## config.mk

```make
export PLATFORM = sky130hd
export DESIGN_NAME = bn_sign_out
export DESIGN_NICKNAME = d
export VERILOG_FILES = /design/src/rtl/bn_sign_out.sv
export SDC_FILE = /design/constraint.sdc
export NUM_CORES = 1
export LEC_CHECK = 0
export ABC_CLOCK_PERIOD_IN_PS = 2200
export CAP_MARGIN = 20
export CELL_PAD_IN_SITES_DETAIL_PLACEMENT = 2
export CELL_PAD_IN_SITES_GLOBAL_PLACEMENT = 2
export CORE_MARGIN = 10
export CORE_UTILIZATION = 21
export CTS_BUF_LIST = sky130_fd_sc_hd__clkbuf_16
export CTS_CLUSTER_DIAMETER = 60
export CTS_CLUSTER_SIZE = 16
export DETAILED_ROUTE_END_ITERATION = 12
export PLACE_DENSITY = 0.9
export SLEW_MARGIN = 25
export SYNTH_ARGS = -nofsm -noshare
export SYNTH_HDL_FRONTEND = slang
export SYNTH_SLANG_ARGS = --single-unit
```

## constraint.sdc

```tcl
create_clock -name i_clk_bnOut -period 2.2 [get_ports i_clk_bnOut]
set_input_delay 0.66 -clock i_clk_bnOut [delete_from_list [all_inputs] [get_ports i_clk_bnOut]]
set_output_delay 0.66 -clock i_clk_bnOut [all_outputs]
set_load 0.02 [all_outputs]
```

## src/rtl/bn_sign_out.sv

```systemverilog
// Binarizes each MVM result element against its batch-norm threshold and streams the packed bits out in OUT_W-bit words.
// Optional macro BN_SIGN_OUT_CNT_EN adds a completed-vector counter and a saturating drop counter.
module bn_sign_out #(
    parameter int NUM_BIT = 8,
    parameter int DIM     = 8,
    parameter int OUT_W   = 4
) (
    input  logic               i_clk_bnOut,
    input  logic               i_rst_n_bnOut,
    input  logic [NUM_BIT-1:0] i_y_vector [DIM-1:0],
    input  logic               i_isAcc,
    input  logic [NUM_BIT-1:0] i_thresh   [DIM-1:0],
    output logic [OUT_W-1:0]   o_data,
    output logic               o_valid,
    input  logic               i_ready,
    output logic               o_last,
    output logic               o_busy,
    output logic               o_overrun
`ifdef BN_SIGN_OUT_CNT_EN
    ,
    output logic [15:0]        o_vec_cnt,
    output logic [7:0]         o_drop_cnt
`endif
);

    localparam int NWORDS = DIM / OUT_W;
    localparam int IDX_W  = (NWORDS > 1) ? $clog2(NWORDS) : 1;
    localparam logic [IDX_W-1:0] LAST_IDX = IDX_W'(NWORDS - 1);

    localparam logic [0:0] ST_IDLE = 1'b0;
    localparam logic [0:0] ST_OUT  = 1'b1;

    logic [0:0]       state_q, state_d;
    logic [IDX_W-1:0] idx_q, idx_d;
    logic [DIM-1:0]   bits_q, bits_d;
    logic             overrun_q, overrun_d;
    logic             isAcc_q;

    logic [DIM-1:0]   cmpBits;
    logic             capture;
    logic             handshake;
    logic             lastHs;
    logic             dropEvt;
    logic [OUT_W-1:0] words [NWORDS];

    // Signed compare on the raw operands, so extreme values cannot overflow.
    always_comb begin
        cmpBits = '0;
        for (int i = 0; i < DIM; i++) begin
            cmpBits[i] = ($signed(i_y_vector[i]) >= $signed(i_thresh[i]));
        end
    end

    assign capture   = isAcc_q & ~i_isAcc;
    assign handshake = (state_q == ST_OUT) & i_ready;
    assign lastHs    = handshake & (idx_q == LAST_IDX);
    assign dropEvt   = capture & (state_q == ST_OUT) & ~lastHs;

    always_comb begin
        state_d   = state_q;
        idx_d     = idx_q;
        bits_d    = bits_q;
        overrun_d = overrun_q | dropEvt;
        case (state_q)
            ST_IDLE: begin
                if (capture) begin
                    bits_d  = cmpBits;
                    idx_d   = '0;
                    state_d = ST_OUT;
                end
            end
            default: begin
                if (lastHs) begin
                    idx_d = '0;
                    // A capture landing on the final handshake chains straight into the next vector.
                    if (capture) begin
                        bits_d = cmpBits;
                    end else begin
                        state_d = ST_IDLE;
                    end
                end else if (handshake) begin
                    idx_d = idx_q + 1'b1;
                end
            end
        endcase
    end

    always_ff @(posedge i_clk_bnOut or negedge i_rst_n_bnOut) begin
        if (!i_rst_n_bnOut) begin
            state_q   <= ST_IDLE;
            idx_q     <= '0;
            bits_q    <= '0;
            overrun_q <= 1'b0;
            isAcc_q   <= 1'b0;
        end else begin
            state_q   <= state_d;
            idx_q     <= idx_d;
            bits_q    <= bits_d;
            overrun_q <= overrun_d;
            isAcc_q   <= i_isAcc;
        end
    end

    for (genvar w = 0; w < NWORDS; w++) begin : g_words
        assign words[w] = bits_q[w*OUT_W +: OUT_W];
    end

    assign o_data    = words[idx_q];
    assign o_valid   = (state_q == ST_OUT);
    assign o_busy    = (state_q == ST_OUT);
    assign o_last    = (state_q == ST_OUT) && (idx_q == LAST_IDX);
    assign o_overrun = overrun_q;

`ifdef BN_SIGN_OUT_CNT_EN
    logic [15:0] vecCnt_q;
    logic [7:0]  dropCnt_q;

    always_ff @(posedge i_clk_bnOut or negedge i_rst_n_bnOut) begin
        if (!i_rst_n_bnOut) begin
            vecCnt_q  <= '0;
            dropCnt_q <= '0;
        end else begin
            if (lastHs) begin
                vecCnt_q <= vecCnt_q + 16'd1;
            end
            if (dropEvt && (dropCnt_q != 8'hFF)) begin
                dropCnt_q <= dropCnt_q + 8'd1;
            end
        end
    end

    assign o_vec_cnt  = vecCnt_q;
    assign o_drop_cnt = dropCnt_q;
`endif

endmodule
```

==> run_results.csv, run 1 <==
group,metric,value,unit
critical_path,cp.required,2.36,ns
timing,rsz0062_at_grt,"yes",
layout,final_common_cell,"clkdlybuf4s50_1",
critical_path,cp.arrival,2.30,ns
timing,period_share,97.24,%
cts,cts-buffers-inserted,3,
critical_path,critPathCaptureType,"register",
routing,first_pass_iters,3,
floorplan,io_pins,140,
floorplan,dieHeight,123.2,um
grt,grt_pass1_wl,14660,um
routing,drt_wl_total,9841,um
yosys,ys_ff_latch,12,
yosys,synth_area_leaders,"ha_1 36%, dfrtp_1 13%, inv_1 11%",
grt,grt_max_degree,13,
timing,fin_skew,0.005309,ns
layout,fin_nets,624,
critical_path,path_delay_family,"compound AO/OA/AOI/OAI gates",
yosys,yosysSeqAreaShare,13.43,%
pwr,power_density,423.3,mW/mm^2
routing,wire_per_inst,17.48,um
yosys,synth_nets,464,
grt,grt.overflow.total,0,
routing,remaining_drc_errors,0,
job,cap_violations,0,
layout,syn_to_final_growth,89.98,%
yosys,synth_top_area_share,35.81,%
routing,vias_per_cell,4.567,
cts,cts_root_buf,"clkbuf_16",
cts,hold_buffers,0,
yosys,yosysWarnings,0,
cts,htree_levels,1,
placed_design,gp_congestion,0.7962,
critical_path,cpPeakStageDelay,0.46,ns
critical_path,crit_buf_inv,2,
timing,final_hold_viol_count,0,
yosys,avgSynthCellArea,8.343,sq um
critical_path,critPathMaxFanout,2,
critical_path,critPathKind,"in -> reg",
layout,finalNonFillerCells,563,
timing,worst_pin_slew,0.5922,ns
yosys,ys_types,25,
critical_path,cpMostUsedCell,"a31oi_1",
critical_path,crit_path_top_delay_cell,"clkdlybuf4s50_1",
yosys,netlist_area,0.002236,sq mm
floorplan,initial_utilization,21.56,%
grt,antenna_found_initial,0,
placed_design,dpl_worst_slack,-0.2932,ns
floorplan,rows,37,
critical_path,worst_setup_path_start_kind,"input port",
cts,cts_tree,"yes",
timing,max_slew_margin,60.40,%
routing,antenna_left,0,
layout,mostFrequentLayoutCells,"133 x clkdlybuf4s50_1, 64 x inv_1, 51 x ha_1",
critical_path,cp_cell_sequence,"clkdlybuf4s50_1 > inv_1 > ha_1 > a21o_1 > a31oi_2 > a31oi_1 > a41o_1 > a31oi_1",
layout,fillers,1166,
cts,cts_setup_buffers,0,
placed_design,dp.cells,559,
placed_design,portBuffers,139,
yosys,yosys.area.top_type,"ha_1",
timing,fmax,467.4,MHz
cts,path_clk_slew,0.05,ns
layout,stdcell_area,0.004248,sq mm
placed_design,placed_cell_area,0.003918,sq mm
timing,min_period,2.139,ns
routing,vias,2571,
floorplan,die_w,123.2,um
yosys,synth_cells,268,
status,outcome,"completed",
placed_design,hpwl,8692,um
grt,grt_pass1_vias,3153,
grt,grt_usage,11.88,%
pwr,leakagePower,2.063,nW
floorplan,die_area,0.01517,sq mm
cts,clkSinkCount,12,
timing,timing.final.max_slew_violations,0,
min_path,hold_path_class,"reg -> reg",
cts,clk_path_buf_depth,2,
timing,setup_viol,0,
timing,fin_ws,0.06069,ns
routing,drt_iter0_drc,20,
cts,worstSkewPairLatency,0.24,ns
layout,drive_above_1_share,15.46,%
floorplan,core,0.01037,sq mm
pwr,ir_drop,243.8,uV
layout,diodes,0,
pwr,total_power,0.001798,W
[registers in the layout (all words and copies together) (netlist names)]
register   flops
bits_q         8
idx_q          1
isAcc_q        1
o_busy         1
o_overrun      1
[synthesized netlist by cell type]
cell type  instances
o211ai_1           2
nor2_1             9
and2_1             8
or3_1              1
ha_1              64
a21o_1            16
inv_1             65
mux2_2             4
buf_4              3
a21oi_1            1
a211oi_1           1
nand3_1            1
o211ai_2           6
o21ai_0            2
and4_2             7
dfrtp_1           12
a41o_1             7
a21oi_4            1
nand2_2            1
nand4_1            8
o21bai_1           1
a31oi_1           22
nor2b_1           14
nand2_1           10
nand2b_1           2
[through the flow]
stage | util, % | hold slack (ns) | setup TNS, ns
2_1_floorplan | - | 0.3644 | 0
3_3_place_gp | 37.78 | 0.4668 | -1.169
3_5_place_dp | 37.78 | 0.4742 | -1.948
4_1_cts | 38.83 | 0.4878 | 0
5_1_grt | 40.96 | 0.5264 | -0.1061
6_report | 40.96 | 0.4814 | 0
[path summary, 6_finish.rpt]
path                                from        end  slack (ns)  cells after the start
setup / recovery            i_thresh[61]  bits_q[7]        0.06                      8
hold / removal                 o_overrun  o_overrun        0.48                      1
setup reg to reg                   idx_q  bits_q[4]        1.00                      5
hold reg to reg                o_overrun  o_overrun        0.48                      1
max in group asynchronous  i_rst_n_bnOut      idx_q        0.98                      1
min in group asynchronous  i_rst_n_bnOut    isAcc_q        0.80                      1
[cell families after synthesis]
group	share of synthesized area, %
compound gates	20.76
flops	13.43
fa+ha+maj	35.81
mux	2.014
simple gates	16.06
buf+inv	11.92
[layer usage]
| metal | global-route usage (%) | vias to the layer above | wire (um) |
|---|---|---|---|
| li1 | - | 1261 | - |
| met1 | 10.44 | 1220 | 3289 |
| met2 | 24.93 | 86 | 5725 |
| met3 | 4.740 | 4 | 797 |
| met4 | 1.310 | 0 | 29 |
| met5 | 0 | - | 0 |
[layout make-up]
| class | instances | area (sq um) | area share (%) |
|---|---|---|---|
| Clock buffer | 3 | 75.07 | 1.767 |
| Multi-Input combinational cell | 188 | 1918 | 45.15 |
| Tap cell | 136 | 170.2 | 4.006 |
| Sequential cell | 12 | 302.8 | 7.128 |
| Clock inverter | 1 | 3.754 | 0.08837 |
| Inverter | 65 | 244.0 | 5.744 |
| Timing Repair Buffer | 158 | 1534 | 36.11 |
[report_power, final]
| group | internal, W | total, W | switching (W) | leakage, nW |
|---|---|---|---|---|
| registers | 0.000308 | 0.000388 | 0.0000800 | 0.125 |
| logic | 0.000609 | 0.00107 | 0.000464 | 1.90 |
| clock network | 0.000240 | 0.000337 | 0.0000976 | 0.0385 |
| total | 0.00116 | 0.00180 | 0.000641 | 2.06 |
[what timing repair did]
action / 4_1_cts / 5_1_grt
endpoints found under the setup margin: 10 / 8
gates resized for setup: 12 / 29
pin swaps: 5 / 20
No activity file was read; power rests on OpenSTA's default activity.
==> inputs of run 2 (changes only) <==
Settings changed: GPL_ROUTABILITY_DRIVEN set to 1, RECOVER_POWER set to 50.
==> run_results.csv, run 2 (synthesis results as in run 1) <==
group,metric,value,unit
grt,grt_pass1_wl,14660,um
layout,largest_reg_flops,8,
timing,fin_skew,0.005289,ns
placed_design,gp_congestion,0.7962,
timing,max_slew_margin,59.91,%
floorplan,die_w,123.2,um
critical_path,cpPeakStageDelay,0.46,ns
floorplan,dieHeight,123.2,um
layout,regMostFlops,"bits_q",
min_path,holdCritStartpoint,"o_overrun",
timing,hold_ws,0.4797,ns
pwr,power_density,422.8,mW/mm^2
layout,mostFrequentLayoutCells,"131 x clkdlybuf4s50_1, 64 x inv_1, 51 x ha_1",
critical_path,r2r_end,"bits_q[4]",
pwr,leakagePower,2.063,nW
cts,clk_path_buf_depth,2,
cts,cts_tree,"yes",
critical_path,cp.arrival,2.30,ns
routing,wl_met2,5725,um
grt,grt_max_degree,13,
floorplan,core,0.01037,sq mm
routing,met3_length,790,um
layout,final_common_cell,"clkdlybuf4s50_1",
timing,min_period,2.139,ns
timing,setup_viol,0,
routing,vias,2573,
cts,htree_levels,1,
critical_path,critPathKind,"in -> reg",
critical_path,cpMostUsedCell,"a31oi_1",
floorplan,io_pins,140,
min_path,whs_path_depth,1,
routing,remaining_drc_errors,0,
job,cap_violations,0,
routing,drt_wl_total,9841,um
critical_path,cp_cell_sequence,"clkdlybuf4s50_1 > inv_1 > ha_1 > a21o_1 > a31oi_2 > a31oi_1 > a41o_1 > a31oi_1",
cts,cts_root_buf,"clkbuf_16",
critical_path,critPathCaptureType,"register",
cts,cts-buffers-inserted,3,
critical_path,crit_path_top_delay_cell,"clkdlybuf4s50_1",
critical_path,cp.required,2.36,ns
cts,path_clk_slew,0.05,ns
critical_path,regToRegSetupSlack,1.00,ns
critical_path,r2r_cells,5,
layout,drive_above_1_share,15.46,%
grt,grt.overflow.total,0,
routing,vias_per_cell,4.562,
timing,final_hold_viol_count,0,
min_path,hold_path_end,"o_overrun",
floorplan,die_area,0.01517,sq mm
routing,wirelength_met1,3296,um
layout,syn_to_final_growth,90.10,%
critical_path,crit_buf_inv,2,
critical_path,path_delay_family,"compound AO/OA/AOI/OAI gates",
routing,antenna_left,0,
placed_design,portBuffers,139,
routing,wire_per_inst,17.45,um
placed_design,hpwl,8692,um
grt,grt_pass1_vias,3153,
cts,clkSinkCount,12,
critical_path,critPathMaxFanout,2,
timing,worst_pin_slew,0.5994,ns
min_path,hold_path_class,"reg -> reg",
timing,fin_setup_tns,0,ns
routing,top_layer,"met4",
critical_path,worst_setup_path_start_kind,"input port",
floorplan,rows,37,
timing,timing.final.max_slew_violations,0,
critical_path,worst-path-stages,8,
routing,first_pass_iters,3,
timing,period_share,97.24,%
status,outcome,"completed",
floorplan,initial_utilization,21.56,%
timing,rsz0062_at_grt,"yes",
cts,cts_setup_buffers,0,
pwr,ir_drop,243.6,uV
timing,fmax,467.4,MHz
grt,antenna_found_initial,1,
routing,drt_iter0_drc,21,
cts,hold_buffers,0,
cts,worstSkewPairLatency,0.24,ns
grt,grt_usage,11.88,%
layout,fin_nets,624,
critical_path,rr_startpoint,"idx_q",
[run 2: cell count changes in the layout (fill, tap and decap cells not counted), sizes merged]
cell,previous run,this run
clkdlybuf4s50,133,131
diode,0,1
dlygate4sd3,0,2
[run 2: worst max path at each step]
stage	start	end	slack, ns
floorplan	i_thresh[5]	bits_q[0]	0.39
global placement	i_thresh[5]	bits_q[0]	-0.19
detailed placement	i_thresh[13]	bits_q[1]	-0.29
CTS	i_thresh[45]	bits_q[5]	0.003
global route	i_thresh[5]	bits_q[0]	-0.06
finish	i_thresh[61]	bits_q[7]	0.06
[run 2: layer usage]
| metal | GRT usage [%] | vias up |
|---|---|---|
| met5 | 0 | - |
| met1 | 10.44 | 1220 |
| met3 | 4.740 | 4 |
| met4 | 1.310 | 0 |
| met2 | 24.93 | 86 |
| li1 | - | 1263 |
[run 2: report_power, final]
part | internal, W | switching [W]
Sequential | 0.000308 | 0.0000801
Combinational | 0.000609 | 0.000464
Clock | 0.000240 | 0.0000975
[run 2: worst register-to-register path, stage by stage (launching register included)]
cell	delay, ns
dfrtp_2	0.45
nand2_2	0.10
a21oi_4	0.17
buf_4	0.18
nor2_1	0.05
a31oi_1	0.17
[run 2: stage by stage]
step	instance area, sq um	instances	power (W)	utilization [%]	setup WS, ns
final	4250	564	0.001797	40.99	0.06063
after floorplan	2236	268	0.0008633	-	0.3881
after detailed placement	3918	559	0.001434	37.78	-0.2932
after global routing	4248	563	0.001957	40.96	-0.05751
after CTS	4026	563	0.001769	38.83	0.002644
after global placement	3918	559	0.001373	37.78	-0.1874
[run 2: layout make-up]
| class | count | area, sq um |
|---|---|---|
| multi-input cells | 188 | 1918 |
| repair buffers | 158 | 1534 |
| clock inverters | 1 | 3.754 |
| well taps | 136 | 170.2 |
| flip-flops and latches | 12 | 302.8 |
| inverters | 65 | 244.0 |
| clock buffers | 3 | 75.07 |
| fillers | 1167 | 6120 |
| diodes | 1 | 2.502 |
[run 2: repair_timing]
item	in CTS	in global routing
setup endpoints to repair	10	8
pin swaps	5	20
resized for setup	12	29
==> inputs of run 3 (changes only) <==
Settings changed: CAP_MARGIN 20 to 0.
==> results of run 3 <==
Final layout, timing and power as in run 2 (identical DEF).
